### config.mk
export PLATFORM = sky130hd
export DESIGN_NAME = led_ctrl
export DESIGN_NICKNAME = d
export VERILOG_FILES = /design/src/rtl/led_ctrl.sv
export SDC_FILE = /design/constraint.sdc
export NUM_CORES = 1
export LEC_CHECK = 0
export CORE_MARGIN = 5
export CORE_UTILIZATION = 55
export DETAILED_ROUTE_END_ITERATION = 6
export HOLD_SLACK_MARGIN = 0.1
export PLACE_DENSITY = 0.95
export SYNTH_ARGS = -nofsm -noshare
export SYNTH_HDL_FRONTEND = slang
export SYNTH_SLANG_ARGS = --single-unit
### constraint.sdc
create_clock -name clk -period 2.2 [get_ports clk]
set_input_delay 0.55 -clock clk [delete_from_list [all_inputs] [get_ports clk]]
set_output_delay 0.55 -clock clk [all_outputs]
set_load 0.01 [all_outputs]
### src/rtl/led_ctrl.sv
// Memory-mapped LED peripheral: per-LED enable, 8-bit PWM duty and a global blink timer.
// Optional blink logic is built only when LED_BLINK_EN is defined.
module led_ctrl #(
    parameter int NLED       = 4,
    parameter int PWM_BITS   = 8,
    parameter int BLINK_BITS = 24
) (
    input  logic            clk,
    input  logic            resetn,
    input  logic            sel,
    input  logic            mem_valid,
    input  logic [3:0]      mem_addr,
    input  logic [31:0]     mem_wdata,
    input  logic [3:0]      mem_wstrb,
    output logic            mem_ready,
    output logic [31:0]     mem_rdata,
    output logic [NLED-1:0] led
);

    logic                           ready_q;
    logic [31:0]                    rdata_q, rdata_d;
    logic [NLED-1:0]                en_q, en_d;
    logic [NLED-1:0][PWM_BITS-1:0]  duty_q, duty_d;
    logic [PWM_BITS-1:0]            pwm_cnt_q;
    logic [NLED-1:0]                led_q, led_d;
    logic [NLED-1:0]                pwm_on;
    logic                           blink_en;
    logic                           phase;

    // Ready in the previous cycle blocks a new access, so a held valid acks every other cycle.
    logic       access, wr;
    logic [1:0] widx;
    assign access = sel & mem_valid & ~ready_q;
    assign wr     = access & (|mem_wstrb);
    assign widx   = mem_addr[3:2];

    logic unused_addr;
    assign unused_addr = ^mem_addr[1:0];

`ifdef LED_BLINK_EN
    localparam logic [BLINK_BITS-1:0] ONE = {{(BLINK_BITS-1){1'b0}}, 1'b1};
    logic                  blink_en_q, blink_en_d;
    logic [BLINK_BITS-1:0] period_q, period_d;
    logic [BLINK_BITS-1:0] blink_cnt_q, blink_cnt_d;
    logic                  phase_q, phase_d;
    logic [31:0]           wmask;
    logic                  period_wr;

    assign wmask     = {{8{mem_wstrb[3]}}, {8{mem_wstrb[2]}}, {8{mem_wstrb[1]}}, {8{mem_wstrb[0]}}};
    assign period_wr = wr && (widx == 2'd2);
    assign blink_en  = blink_en_q;
    assign phase     = phase_q;

    always_comb begin
        blink_en_d  = blink_en_q;
        period_d    = period_q;
        blink_cnt_d = blink_cnt_q;
        phase_d     = phase_q;
        if (wr && widx == 2'd0 && mem_wstrb[1])
            blink_en_d = mem_wdata[8];
        if (period_wr)
            period_d = (period_q & ~wmask[BLINK_BITS-1:0]) | (mem_wdata[BLINK_BITS-1:0] & wmask[BLINK_BITS-1:0]);
        // A PERIOD write restarts the timer and overrides a coincident wrap.
        if (period_wr || period_q == '0) begin
            blink_cnt_d = '0;
            phase_d     = 1'b1;
        end else if (blink_cnt_q == period_q - ONE) begin
            blink_cnt_d = '0;
            phase_d     = ~phase_q;
        end else begin
            blink_cnt_d = blink_cnt_q + ONE;
        end
    end

    always_ff @(posedge clk or negedge resetn) begin
        if (!resetn) begin
            blink_en_q  <= 1'b0;
            period_q    <= '0;
            blink_cnt_q <= '0;
            phase_q     <= 1'b1;
        end else begin
            blink_en_q  <= blink_en_d;
            period_q    <= period_d;
            blink_cnt_q <= blink_cnt_d;
            phase_q     <= phase_d;
        end
    end
`else
    assign blink_en = 1'b0;
    assign phase    = 1'b1;
`endif

    always_comb begin
        en_d   = en_q;
        duty_d = duty_q;
        if (wr && widx == 2'd0 && mem_wstrb[0])
            en_d = mem_wdata[NLED-1:0];
        for (int i = 0; i < NLED; i++) begin
            if (wr && widx == 2'd1 && mem_wstrb[i])
                duty_d[i] = mem_wdata[8*i +: 8];
        end
    end

    always_comb begin
        for (int i = 0; i < NLED; i++)
            pwm_on[i] = duty_q[i] > pwm_cnt_q;
        led_d = en_q & pwm_on & {NLED{~blink_en | phase}};
    end

    always_comb begin
        rdata_d = '0;
        case (widx)
            2'd0: begin
                rdata_d[NLED-1:0] = en_q;
                rdata_d[8]        = blink_en;
            end
            2'd1: begin
                for (int i = 0; i < NLED; i++)
                    rdata_d[8*i +: 8] = duty_q[i];
            end
            2'd2: begin
`ifdef LED_BLINK_EN
                rdata_d[BLINK_BITS-1:0] = period_q;
`endif
            end
            default: begin
                rdata_d[NLED-1:0] = led_q;
                rdata_d[8]        = phase;
                rdata_d[23:16]    = pwm_cnt_q;
            end
        endcase
    end

    always_ff @(posedge clk or negedge resetn) begin
        if (!resetn) begin
            ready_q   <= 1'b0;
            rdata_q   <= '0;
            en_q      <= '0;
            duty_q    <= '1;
            pwm_cnt_q <= '0;
            led_q     <= '0;
        end else begin
            ready_q   <= access;
            rdata_q   <= access ? rdata_d : '0;
            en_q      <= en_d;
            duty_q    <= duty_d;
            pwm_cnt_q <= pwm_cnt_q + 1'b1;
            led_q     <= led_d;
        end
    end

    assign mem_ready = ready_q;
    assign mem_rdata = rdata_q;
    assign led       = led_q;

endmodule

Word level (Yosys, flattened, before mapping)
Cells that the tools add are included.
W data, S select, Z words.

word-level totals
  register bits after elaboration = 81
  bits of input ports = 44
  output and inout port bits = 37
  word-level logic and storage cells = 38

operators by class
  add/sub/neg operators = 1
  magnitude comparators = 4
  equal/unequal tests = 2
  multiplexer cells = 7
  bitwise operators = 5
  reductions and logical operators = 10

operators by type and width
  cell                   count
  $gt A8 B8 Y1           4
  $mux W32               1
  $pmux W8 S2            1
  $pmux W4 S3            1
  $add A8 B1 Y8 const B  1
  $mux W8                1
  $logic_and A1 B1 Y1    7
  $mux W7                1
  $and A4 B4 Y4          1
  $mux W4                1
  $reduce_or A4 Y1       1
  $and A1 B1 Y1          3
  $eq A2 B1 Y1 const B   1
  $eq A2 B2 Y1 const B   1
  $logic_not A2 Y1       1
  $pmux W1 S2            1
  $reduce_or A2 Y1       1
  $not A1 Y1             1

Depth between registers and ports, before layout
Gate-level depths: netlist of the first run.

  word-level depth = 5
  gate-level depth with buffers = 6

Worst setup path before layout of the first run
No wires, ideal clock.

  path type = input to register
  start = input port mem_addr[3]
  end = register rdata_q[13] (netlist: mem_rdata[13])
  setup time = 64 ps
  arrival = 1518 ps
  data required time = 2136 ps
  slack = 618 ps
  stages on the path = 5
  path through = buf_2 > nor3b_4 > clkbuf_2 > clkbuf_2 > and2_2

on the way
  longest elaborated chain between the ends = 3

RTL lines
  element                 RTL line  RTL
  start: declaration      12        input logic [3:0] mem_addr,
  $eq A2 B1 Y1            112       case (widx)
  $mux W7                 112
  $mux W32                144       rdata_q <= access ? rdata_d : '0;
  end signal: assignment  144
  end: declaration        21        logic [31:0] rdata_q, rdata_d;

Every way passes these cells.
A chain may end at the register's enable or synchronous reset.

Worst setup path after layout of the first run
  start = register led_q[3] (netlist: led[3])
  end = output port led[3]

RTL lines
  element                   RTL line  RTL
  start: declaration        25        logic [NLED-1:0] led_q, led_d;
  start signal: assignment  148       led_q <= led_d;
  end: declaration          17        output logic [NLED-1:0] led

No word-level cell between the ends.

==> impl_metrics.prom, run 1 <==
# TYPE chip_impl_metric gauge
chip_impl_metric{name="power_leakage",unit="nW"} 2.19
chip_impl_metric{name="critPathMaxFanout",unit=""} 2
chip_impl_metric{name="remaining_drc_errors",unit=""} 0
chip_impl_info{name="critical-path-slowest-cell",value="sky130_fd_sc_hd__clkdlybuf4s50_1"} 1
chip_impl_metric{name="critPathMaxStageDelay",unit="ns"} 0.56
chip_impl_metric{name="relative_area_change_from_synthesis_to_final_layout",unit="%"} 29.4
chip_impl_metric{name="floorplan.core_area",unit="µm²"} 6720
chip_impl_metric{name="clkTransAtPathRegs",unit="ns"} 0.07
chip_impl_metric{name="hold_buffer_count_at_cts",unit=""} 1
chip_impl_metric{name="initial_antenna_violation_count",unit=""} 0
chip_impl_metric{name="via_count",unit=""} 2573
chip_impl_metric{name="synth-warning-count",unit=""} 0
chip_impl_metric{name="gr-usage-all-layers",unit="%"} 20.5
chip_impl_metric{name="cp_data_arrival_time",unit="ns"} 1.29
chip_impl_metric{name="gp_congestion",unit=""} 0.815
chip_impl_metric{name="insertion_delay",unit="ns"} 0.34
chip_impl_metric{name="share_of_layout_cells_above_drive_strength_1",unit="%"} 29.9
chip_impl_info{name="outcome",value="completed"} 1
chip_impl_metric{name="first_pass_grt_wire_length",unit="µm"} 13500
chip_impl_info{name="dominantRegCellSynth",value="sky130_fd_sc_hd__dfrtp_1"} 1
chip_impl_info{name="timing.critical_path.max_delay_family",value="buffers and inverters"} 1
chip_impl_metric{name="postSynthAreaPerCell",unit="µm²"} 13.1
chip_impl_metric{name="asyncSetResetFlopFracSynth",unit="%"} 100
chip_impl_metric{name="cts_made_buffers",unit=""} 9
chip_impl_metric{name="timing.hold.ws",unit="ns"} 0.518
chip_impl_metric{name="place.detailed.hpwl",unit="µm"} 6090
chip_impl_metric{name="postRouteWirelength",unit="µm"} 8170
chip_impl_metric{name="detail_route.wl_per_cell",unit="µm"} 17.7
chip_impl_metric{name="syn-num-nets",unit=""} 363
chip_impl_metric{name="initial_utilization",unit="%"} 55.7
chip_impl_metric{name="antenna_violating_nets_post_route",unit=""} 0
chip_impl_metric{name="count_of_flip_flops_with_a_built_in_enable_after_synthesis",unit=""} 0
chip_impl_metric{name="layout.nets",unit=""} 453
chip_impl_metric{name="finalWorstPathRequiredPeriod",unit="ns"} 1.84
chip_impl_metric{name="hold_fails_final_rpt",unit=""} 0
chip_impl_metric{name="numClockSinks",unit=""} 81
chip_impl_metric{name="antenna_cells_inserted",unit=""} 0
chip_impl_metric{name="fin_crit_sh",unit="%"} 83.7
chip_impl_metric{name="yosys_register_bits",unit=""} 81
chip_impl_metric{name="count_of_cell_types_in_the_netlist",unit=""} 27
chip_impl_info{name="synth_top_cells_by_area",value="sky130_fd_sc_hd__dfrtp_1 33%, sky130_fd_sc_hd__dfstp_2 22%, sky130_fd_sc_hd__ha_1 11%, sky130_fd_sc_hd__mux2_2 11%, sky130_fd_sc_hd__and2_2 3.8%"} 1
chip_impl_metric{name="cts_setup_buffers",unit=""} 0
chip_impl_metric{name="report.final.slew_viol_count",unit=""} 0
chip_impl_metric{name="combined_area_of_the_multi_input_logic_cells",unit="µm²"} 1600
chip_impl_metric{name="floorplan.die.height",unit="µm"} 92.5
chip_impl_metric{name="cts_max_path_buffers",unit=""} 2
chip_impl_metric{name="max_frequency",unit="MHz"} 543
chip_impl_metric{name="num_rows",unit=""} 30
chip_impl_metric{name="ir_drop",unit="mV"} 0.507
chip_impl_metric{name="grt_overflow_total",unit=""} 0
chip_impl_metric{name="io_buffer_count",unit=""} 78
chip_impl_metric{name="finalClockSkew",unit="ns"} 0.00617
chip_impl_metric{name="slew_headroom",unit="%"} 74.7
chip_impl_metric{name="ys_seq_area_share",unit="%"} 55.2
chip_impl_metric{name="area.sequential",unit="µm²"} 2070
chip_impl_info{name="crit_chain",value="clkdlybuf4s50_1"} 1
chip_impl_info{name="worst_setup_path_start_kind",value="flip-flop"} 1
chip_impl_metric{name="detail_route.vias_per_cell",unit=""} 5.58
chip_impl_metric{name="postCtsResizedCells",unit=""} 0
chip_impl_metric{name="first_global_vias",unit=""} 2797
chip_impl_info{name="endpoint_kind",value="output port"} 1
chip_impl_info{name="layout.cells.most_common",value="sky130_fd_sc_hd__clkdlybuf4s50_1"} 1
chip_impl_info{name="yosys.area.top_type",value="sky130_fd_sc_hd__dfrtp_1"} 1
chip_impl_info{name="tritoncts",value="built"} 1
chip_impl_info{name="cts_root_buffer",value="sky130_fd_sc_hd__clkbuf_8"} 1
chip_impl_metric{name="critPathBufInv",unit=""} 1
chip_impl_metric{name="tns",unit="ns"} 0
chip_impl_metric{name="design.die.area",unit="µm²"} 8550
chip_impl_metric{name="power-per-cell-area",unit="nW/µm²"} 763
chip_impl_metric{name="grt_start_max_net_pins",unit=""} 60
chip_impl_metric{name="synth_largest_type_area_fraction",unit="%"} 32.8
chip_impl_info{name="timing.setup.critical_path_class",value="reg -> out"} 1
chip_impl_info{name="highest_count_cells_in_the_layout_ignoring_fill_and_taps",value="77 x sky130_fd_sc_hd__clkdlybuf4s50_1, 49 x sky130_fd_sc_hd__dfrtp_1, 36 x sky130_fd_sc_hd__mux2_2"} 1
chip_impl_metric{name="cap_viol_max_count",unit=""} 0
chip_impl_info{name="grt_setup_unrepaired",value="no"} 1
chip_impl_metric{name="cp.required",unit="ns"} 1.65
chip_impl_metric{name="design.portCount",unit=""} 81
chip_impl_metric{name="tightest_slew",unit="ns"} 0.379
chip_impl_metric{name="finalSetupViolations",unit=""} 0
chip_impl_metric{name="n_fill_cell",unit=""} 433
chip_impl_metric{name="htree_num_levels",unit=""} 3
chip_impl_metric{name="dr.pass1.iters",unit=""} 4
chip_impl_metric{name="syn_inst",unit=""} 286
chip_impl_metric{name="die_x",unit="µm"} 92.5
chip_impl_info{name="hp-class",value="reg -> reg"} 1
chip_impl_metric{name="syn-cell-area",unit="µm²"} 3740
chip_impl_metric{name="dr.first_iter.drc_count",unit=""} 88
==> per-stage QoR <==
step | util [%] | std cells | worst slack, ns | instance area, µm² | power, W
2_1_floorplan | - | 286 | 0.618 | 3740 | 0.00240
3_3_place_gp | 69.3 | 444 | 0.0929 | 4660 | 0.00268
3_5_place_dp | 69.3 | 444 | 0.00966 | 4660 | 0.00276
4_1_cts | 72.1 | 461 | 0.349 | 4840 | 0.00372
5_1_grt | 72.1 | 461 | 0.320 | 4840 | 0.00389
6_report | 72.1 | 461 | 0.358 | 4840 | 0.00369
==> final cells by class <==
class                      instances  area share (%)
clock buffer                      13            3.28
tap                               80            2.07
sequential                        81            42.7
multi-input combinational        187            33.1
clock inverter                     3           0.310
inverter                          13            1.01
timing repair buffer              84            17.6
==> cell usage after synthesis (2+ instances only) <==
cell and instances:
sky130_fd_sc_hd__and2_2 19, sky130_fd_sc_hd__dfstp_2 32, sky130_fd_sc_hd__inv_1 13, sky130_fd_sc_hd__a21o_1 6, sky130_fd_sc_hd__a31oi_1 7, sky130_fd_sc_hd__nand3_1 7, sky130_fd_sc_hd__o211ai_1 4, sky130_fd_sc_hd__o21ai_0 5
sky130_fd_sc_hd__nor2b_1 4, sky130_fd_sc_hd__nor2_1 19, sky130_fd_sc_hd__nand2_2 4, sky130_fd_sc_hd__ha_1 33, sky130_fd_sc_hd__dfrtp_1 49, sky130_fd_sc_hd__a21oi_1 10, sky130_fd_sc_hd__buf_2 3, sky130_fd_sc_hd__mux2_2 36
sky130_fd_sc_hd__xnor2_1 5, sky130_fd_sc_hd__clkbuf_2 2, sky130_fd_sc_hd__nand4_1 8, sky130_fd_sc_hd__mux2i_1 12, sky130_fd_sc_hd__nand2_1 2
==> kinds of logic (layout without fill, tap and decap cells) <==
| family | count (synthesis) | after routing | share of synthesized area [%] |
|---|---|---|---|
| adders and majority gates | 33 | 33 | 11.0 |
| AOI/OAI and AO/OA | 33 | 33 | 5.45 |
| muxes | 48 | 48 | 14.0 |
| and+or+nand+nor | 67 | 67 | 10.9 |
| buffers and inverters | 18 | 113 | 1.97 |
| xor gates and xnor gates | 6 | 6 | 1.40 |
| DFF | 81 | 81 | 55.2 |
==> worst paths after layout <==
path	startpoint	end	slack, ns	cells after the start
worst min-delay path	pwm_cnt_q[7]$_DFF_PN0_	pwm_cnt_q[7]$_DFF_PN0_	0.52	1
worst max register to register	pwm_cnt_q[1]$_DFF_PN0_	led[1]$_DFF_PN0_	0.57	6
worst min register to register	pwm_cnt_q[7]$_DFF_PN0_	pwm_cnt_q[7]$_DFF_PN0_	0.52	1
max in group asynchronous	resetn	duty_q[2]$_DFFE_PN1P_	0.92	3
min in group asynchronous	resetn	mem_rdata[15]$_DFF_PN0_	0.65	2
worst max-delay path	led[3]$_DFF_PN0_	led[3]	0.36	1
==> registers in the layout, summed over array words and instances (netlist names) <==
name / flops
led: 4
pwm_cnt_q: 8
mem_ready: 1
en_q: 4
duty_q: 32
mem_rdata: 32
==> power breakdown <==
part           switching [W]  total, W  internal [W]  leakage [nW]
Sequential          0.000163   0.00196       0.00179         0.992
Combinational       0.000333  0.000777      0.000445          1.11
Clock               0.000492  0.000959      0.000467        0.0932
==> layer usage <==
layer  up-vias  part of all wire, %  track usage (%)
li1       1191                    -                -
met1      1276                   40             23.4
met2        83                   52             36.4
met3        23                  4.6             3.66
met4         0                  3.2             10.8
met5         -                    0                0
Power figures use the tool's default switching activity.
==> run 2: changes to the inputs <==
--- a/config.mk
+++ b/config.mk
@@ -6,10 +6,10 @@
 export NUM_CORES = 1
 export LEC_CHECK = 0
 export CORE_MARGIN = 5
-export CORE_UTILIZATION = 55
+export CORE_UTILIZATION = 51
 export DETAILED_ROUTE_END_ITERATION = 6
 export HOLD_SLACK_MARGIN = 0.1
-export PLACE_DENSITY = 0.95
+export PLACE_DENSITY = 0.9
 export SYNTH_ARGS = -nofsm -noshare
 export SYNTH_HDL_FRONTEND = slang
 export SYNTH_SLANG_ARGS = --single-unit
==> constraint.sdc (replaced) <==
create_clock -name clk -period 1.9 [get_ports clk]
set_input_delay 0.475 -clock clk [delete_from_list [all_inputs] [get_ports clk]]
set_output_delay 0.475 -clock clk [all_outputs]
set_load 0.01 [all_outputs]
==> run 2 against run 1 <==
Non-clock buffer count is 5 higher. Die area is 7.0% higher. Critical endpoint unchanged. Via count is 1.9% lower. Register-to-register slack worse by 0.25 ns. Global-route usage is 1.3 points lower. Sequential share of layout area is 0.35 points lower. Flip-flop and latch count stayed put. Largest power group unchanged. Clock power is 14% higher. Combinational power is 16% higher.
==> impl_metrics.prom, run 2 (synthesis results as in run 1) <==
# TYPE chip_impl_metric gauge
chip_impl_info{name="critical-path-slowest-cell",value="sky130_fd_sc_hd__clkdlybuf4s50_1"} 1
chip_impl_info{name="critPathLaunch",value="led[3]$_DFF_PN0_"} 1
chip_impl_metric{name="cp.required",unit="ns"} 1.42
chip_impl_metric{name="io_buffer_count",unit=""} 78
chip_impl_info{name="worstHoldStart",value="pwm_cnt_q[7]$_DFF_PN0_"} 1
chip_impl_metric{name="floorplan.core_area",unit="µm²"} 7210
chip_impl_metric{name="grt_overflow_total",unit=""} 0
chip_impl_metric{name="layout.nets",unit=""} 458
chip_impl_metric{name="first_pass_grt_wire_length",unit="µm"} 13200
chip_impl_metric{name="numClockSinks",unit=""} 81
chip_impl_info{name="endpoint_kind",value="output port"} 1
chip_impl_metric{name="postRouteWirelength",unit="µm"} 7980
chip_impl_info{name="highest_count_cells_in_the_layout_ignoring_fill_and_taps",value="77 x sky130_fd_sc_hd__clkdlybuf4s50_1, 49 x sky130_fd_sc_hd__dfrtp_1, 36 x sky130_fd_sc_hd__mux2_2"} 1
chip_impl_metric{name="slew_headroom",unit="%"} 68.5
chip_impl_info{name="tritoncts",value="built"} 1
chip_impl_metric{name="first_global_vias",unit=""} 2744
chip_impl_info{name="worst_setup_path_start_kind",value="flip-flop"} 1
chip_impl_metric{name="cts_max_path_buffers",unit=""} 2
chip_impl_metric{name="power-per-cell-area",unit="nW/µm²"} 872
chip_impl_metric{name="design.portCount",unit=""} 81
chip_impl_metric{name="ir_drop",unit="mV"} 0.396
chip_impl_metric{name="gp_congestion",unit=""} 0.867
chip_impl_info{name="outcome",value="completed"} 1
chip_impl_info{name="worstReg2RegStart",value="pwm_cnt_q[1]$_DFF_PN0_"} 1
chip_impl_metric{name="dr.first_iter.drc_count",unit=""} 74
chip_impl_metric{name="totalPowerFinal",unit="W"} 0.00426
chip_impl_info{name="hp-class",value="reg -> reg"} 1
chip_impl_metric{name="num_rows",unit=""} 31
chip_impl_metric{name="floorplan.die.height",unit="µm"} 95.7
chip_impl_metric{name="critPathMaxStageDelay",unit="ns"} 0.55
chip_impl_info{name="timing.critical_path.max_delay_family",value="buffers and inverters"} 1
chip_impl_metric{name="finish.cell_count_without_fillers",unit=""} 485
chip_impl_metric{name="relative_area_change_from_synthesis_to_final_layout",unit="%"} 30.5
chip_impl_metric{name="finalWorstPathRequiredPeriod",unit="ns"} 1.75
chip_impl_metric{name="cts_made_buffers",unit=""} 9
chip_impl_metric{name="remaining_drc_errors",unit=""} 0
chip_impl_metric{name="clkTransAtPathRegs",unit="ns"} 0.08
chip_impl_info{name="crit_chain",value="clkdlybuf4s50_1"} 1
chip_impl_metric{name="antenna_violating_nets_post_route",unit=""} 0
chip_impl_metric{name="design.die.area",unit="µm²"} 9150
chip_impl_info{name="timing.setup.critical_path_class",value="reg -> out"} 1
chip_impl_metric{name="grt_start_max_net_pins",unit=""} 39
chip_impl_metric{name="cap_viol_max_count",unit=""} 0
chip_impl_metric{name="power_leakage",unit="nW"} 2.21
chip_impl_metric{name="gr-usage-all-layers",unit="%"} 19.2
chip_impl_metric{name="die_x",unit="µm"} 95.7
chip_impl_metric{name="critPathMaxFanout",unit=""} 2
chip_impl_metric{name="critPathBufInv",unit=""} 1
chip_impl_metric{name="share_of_layout_cells_above_drive_strength_1",unit="%"} 30.8
chip_impl_metric{name="insertion_delay",unit="ns"} 0.35
chip_impl_metric{name="detail_route.wl_per_cell",unit="µm"} 16.4
chip_impl_metric{name="max_frequency",unit="MHz"} 570
chip_impl_metric{name="place.detailed.hpwl",unit="µm"} 6150
chip_impl_info{name="cts_root_buffer",value="sky130_fd_sc_hd__clkbuf_8"} 1
chip_impl_metric{name="dpl.cell_count",unit=""} 468
chip_impl_metric{name="report.final.slew_viol_count",unit=""} 0
chip_impl_metric{name="rrSetupSlack",unit="ns"} 0.32
chip_impl_metric{name="htree_num_levels",unit=""} 3
chip_impl_metric{name="initial_antenna_violation_count",unit=""} 0
chip_impl_metric{name="cp_data_arrival_time",unit="ns"} 1.28
chip_impl_metric{name="dr.pass1.iters",unit=""} 4
chip_impl_metric{name="finalClockSkew",unit="ns"} 0.00748
chip_impl_metric{name="initial_utilization",unit="%"} 51.9
chip_impl_metric{name="tightest_slew",unit="ns"} 0.472
chip_impl_metric{name="fin_crit_sh",unit="%"} 92.4
chip_impl_metric{name="finalSetupViolations",unit=""} 0
chip_impl_metric{name="via_count",unit=""} 2523
chip_impl_metric{name="detail_route.vias_per_cell",unit=""} 5.20
chip_impl_info{name="layout.cells.most_common",value="sky130_fd_sc_hd__clkdlybuf4s50_1"} 1
chip_impl_info{name="grt_setup_unrepaired",value="no"} 1
chip_impl_metric{name="antenna_cells_inserted",unit=""} 0
chip_impl_metric{name="hold_fails_final_rpt",unit=""} 0
[run 2: changes by cell type in the layout (fill, tap and decap cells not counted), sizes merged]
cell	change
clkbuf	-1
buf	+5
clkinv	+1
[run 2: per-layer routing]
metal	global-route usage, %	wire length (µm)
met1	21.3	3040
met2	34.2	4310
met3	6.63	505
met4	6.40	121
met5	0	0
[run 2: path summary, 6_finish.rpt]
check                      cells past startpoint                     end
setup reg to reg                               6        led[1]$_DFF_PN0_
min in group asynchronous                      2     en_q[3]$_DFFE_PN0P_
setup / recovery                               1                  led[3]
max in group asynchronous                      3  duty_q[16]$_DFFE_PN1P_
hold reg to reg                                1  pwm_cnt_q[7]$_DFF_PN0_
hold / removal                                 1  pwm_cnt_q[7]$_DFF_PN0_
[run 2: worst register-to-register path, stage by stage (launching register included)]
cell                       delay (ns)
sky130_fd_sc_hd__dfrtp_1         0.42
sky130_fd_sc_hd__inv_1           0.20
sky130_fd_sc_hd__ha_1            0.29
sky130_fd_sc_hd__nor2b_1         0.14
sky130_fd_sc_hd__o211ai_1        0.14
sky130_fd_sc_hd__a21oi_1         0.09
sky130_fd_sc_hd__o21ba_2         0.19
[run 2: stage by stage]
| stage | setup WS (ns) | hold WS, ns | util [%] | area, µm² | setup TNS, ns |
|---|---|---|---|---|---|
| floorplan | 0.393 | 0.179 | - | 3740 | 0 |
| global placement | -0.125 | 0.458 | 65.2 | 4710 | -3.00 |
| detailed placement | -0.166 | 0.469 | 65.2 | 4710 | -3.76 |
| CTS | 0.129 | 0.521 | 67.7 | 4880 | 0 |
| global route | 0.105 | 0.549 | 67.7 | 4880 | 0 |
| finish | 0.145 | 0.521 | 67.7 | 4880 | 0 |
[run 2: final cells by class]
type                    count  area (µm²)
multi-input cells         187        1600
repair buffers             89         876
clock buffers              12         145
clock inverters             4        20.0
inverters                  13        48.8
flip-flops and latches     81        2070
well taps                  99         124
fillers                   543        2330
[run 2: report_power, final]
part,leakage (nW),internal [W],switching (W)
Sequential,0.992,0.00208,0.000189
Combinational,1.13,0.000515,0.000382
Clock,0.0899,0.000503,0.000592
Total,2.21,0.00310,0.00116
[run 2: repair_timing]
item                      4_1_cts  5_1_grt
hold endpoints to repair       16        0
buffers inserted                0        0
resized for setup               0        0
hold buffers                    1        0
==> run 3: changes to the inputs <==
--- a/config.mk
+++ b/config.mk
@@ -10,6 +10,7 @@
 export DETAILED_ROUTE_END_ITERATION = 6
 export HOLD_SLACK_MARGIN = 0.1
 export PLACE_DENSITY = 0.9
+export SETUP_SLACK_MARGIN = 0.02
 export SYNTH_ARGS = -nofsm -noshare
 export SYNTH_HDL_FRONTEND = slang
 export SYNTH_SLANG_ARGS = --single-unit
==> results of run 3 <==
No change in the layout: final DEF, timing and power equal those of run 2.
==> RTL edit (config.mk and constraints of run 2) <==
Build with the macro `LED_BLINK_EN` defined.
--- a/src/rtl/led_ctrl.sv
+++ b/src/rtl/led_ctrl.sv
@@ -1,5 +1,7 @@
 // Memory-mapped LED peripheral: per-LED enable, 8-bit PWM duty and a global blink timer.
 // Optional blink logic is built only when LED_BLINK_EN is defined.
+`define LED_BLINK_EN
+
 module led_ctrl #(
     parameter int NLED       = 4,
     parameter int PWM_BITS   = 8,
Formal check against the unedited RTL: not equivalent (a bounded check fails within 4 cycles, from zero or initial values and one cycle with resetn low).
==> RTL edit against run 2 <==
- the flow now finishes with violations (negative setup slack)
- critical path depth increased by 9
- area after synthesis up 84%
- synthesized cell count is 120% higher
- power is 140% higher
- fmax down 34%
- cell area is 91% higher
- clock skew increased by 0.0019 ns
- via count increased by 140%
- worst setup slack worse by 0.92 ns
- routed wire length rose to 2.6 times the old value
- cell count up 100%
- sequential cell count rose by 50
- register-to-register slack lost 1.1 ns
==> RTL edit: results <==
[clock_network]
htreeDepth = 4
cts_buffers = 17
clk_pin_slew_ns = 0.06
cts_root_buf = clkbuf_16
worstSkewPairLatency_ns = 0.44

[global_route]
grt_pass1_wl_um = 32870
met1_usage_pct = 31.45
grt_max_degree = 84
grt_util_all_layers_pct = 26.27
grt_use_met3_pct = 5.673
met2_usage_pct = 43.69
grt_pass1_vias = 6273

[worst_setup_path]
path_class = register to register
path_max_fanout = 24
reg2reg_depth = 10
slowest_delay_ns = 0.50
path_delay_family = simple AND/OR/NAND/NOR gates
slowest_stage = or4b_4
worstReg2RegEnd = blink_cnt_q[10]
worstPathArrival_ns = 3.00

[status]
violations = negative setup slack
outcome = finished, violations left

[timing]
fin_worst_skew_ns = 0.009381
maxSlewHeadroom_pct = 58.95
setup_tns_ns = -19.18
finalSetupViolations = 26
setup_ws_ns = -0.7773
holdWs_ns = 0.4989

[pwr]
p_leak_uw = 0.004126
p_per_area_nw_per_um2 = 1085
ir_drop_v = 0.0008029

[synthesis]
netlist_top_cells_area = dfrtp_1 (36%), dfstp_2 (13%), mux2_2 (10%)
ys_types = 55
synth.avg_cell_area_um2 = 10.95
ys_seq_area_share_pct = 48.14
synth_top_cells_by_count = dfrtp_1 (98), nor2_1 (65), mux2_2 (61)
synth_fp_nets = 713

[drt]
drtIter0Drc = 580
first_pass_iters = 5
vias = 5958
wl_um = 20810

[worst_hold_path]
min-delay-start = pwm_cnt_q[3]
whs_path_depth = 1
min_to = pwm_cnt_q[3]

[layout]
nets = 881
drive_above_1_share_pct = 31.94
final.fill_count = 871
layoutNonFillerInstCount = 987

[placement]
dp_hpwl_um = 14140
dp_cells = 950
dpl_worst_slack_ns = -0.7100
place_area_um2 = 8541
routabilityCongestion = 0.8809
[RTL edit: what timing repair did]
action | 4_1_cts | 5_1_grt
setup endpoints to repair | 29 | 32
pin swaps | 1 | 11
resized for setup | 9 | 24
hold buffers | 1 | 0
buffers inserted | 0 | 4
endpoints found under the hold margin | 22 | 0
[RTL edit: power breakdown]
part	internal, uW	switching (uW)
registers	3350	433
clock network	2130	1290
logic	1500	1400
[RTL edit: kinds of logic (layout without fill, tap and decap cells)]
family,count (synthesis),after routing,synth area share (%)
flip-flops,131,131,48.14
AND/OR/NAND/NOR,200,200,14.92
adder cells (fa/ha/maj),39,39,7.077
XOR/XNOR,56,56,7.113
AO/OA/AOI/OAI,90,90,9.563
multiplexers,61,61,9.962
buffers and inverters,53,234,3.230
[RTL edit: area by class of cell]
type	count	share of cell area [%]
clock inverters	12	1.667
well taps	176	2.366
clock buffers	20	4.906
multi-input cells	446	37.42
flip-flops and latches	131	35.66
inverters	22	0.9409
repair buffers	180	17.04
[RTL edit: worst max-delay path by stage]
stage	cells past startpoint	endpoint	slack (ns)
floorplan	11	blink_cnt_q[21]	-0.69
global placement	10	blink_cnt_q[21]	-0.64
detailed placement	8	blink_cnt_q[19]	-0.71
CTS	8	blink_cnt_q[4]	-0.73
global route	10	blink_cnt_q[10]	-0.87
finish	10	blink_cnt_q[10]	-0.78
[RTL edit: metal layers]
layer  up-vias  wire (um)
met5         -          0
met4         0       1047
met3        97       1319
met2       300      10340
met1      2939       8101
li1       2622          -
[RTL edit: worst reg2reg max path, delay by kind of cell (launching register included)]
kind,cells,cell delay [ns]
AO/OA/AOI/OAI,4,0.84
buffers and inverters,2,0.25
adder cells (fa/ha/maj),1,0.13
AND/OR/NAND/NOR,3,0.93
flip-flops,1,0.41
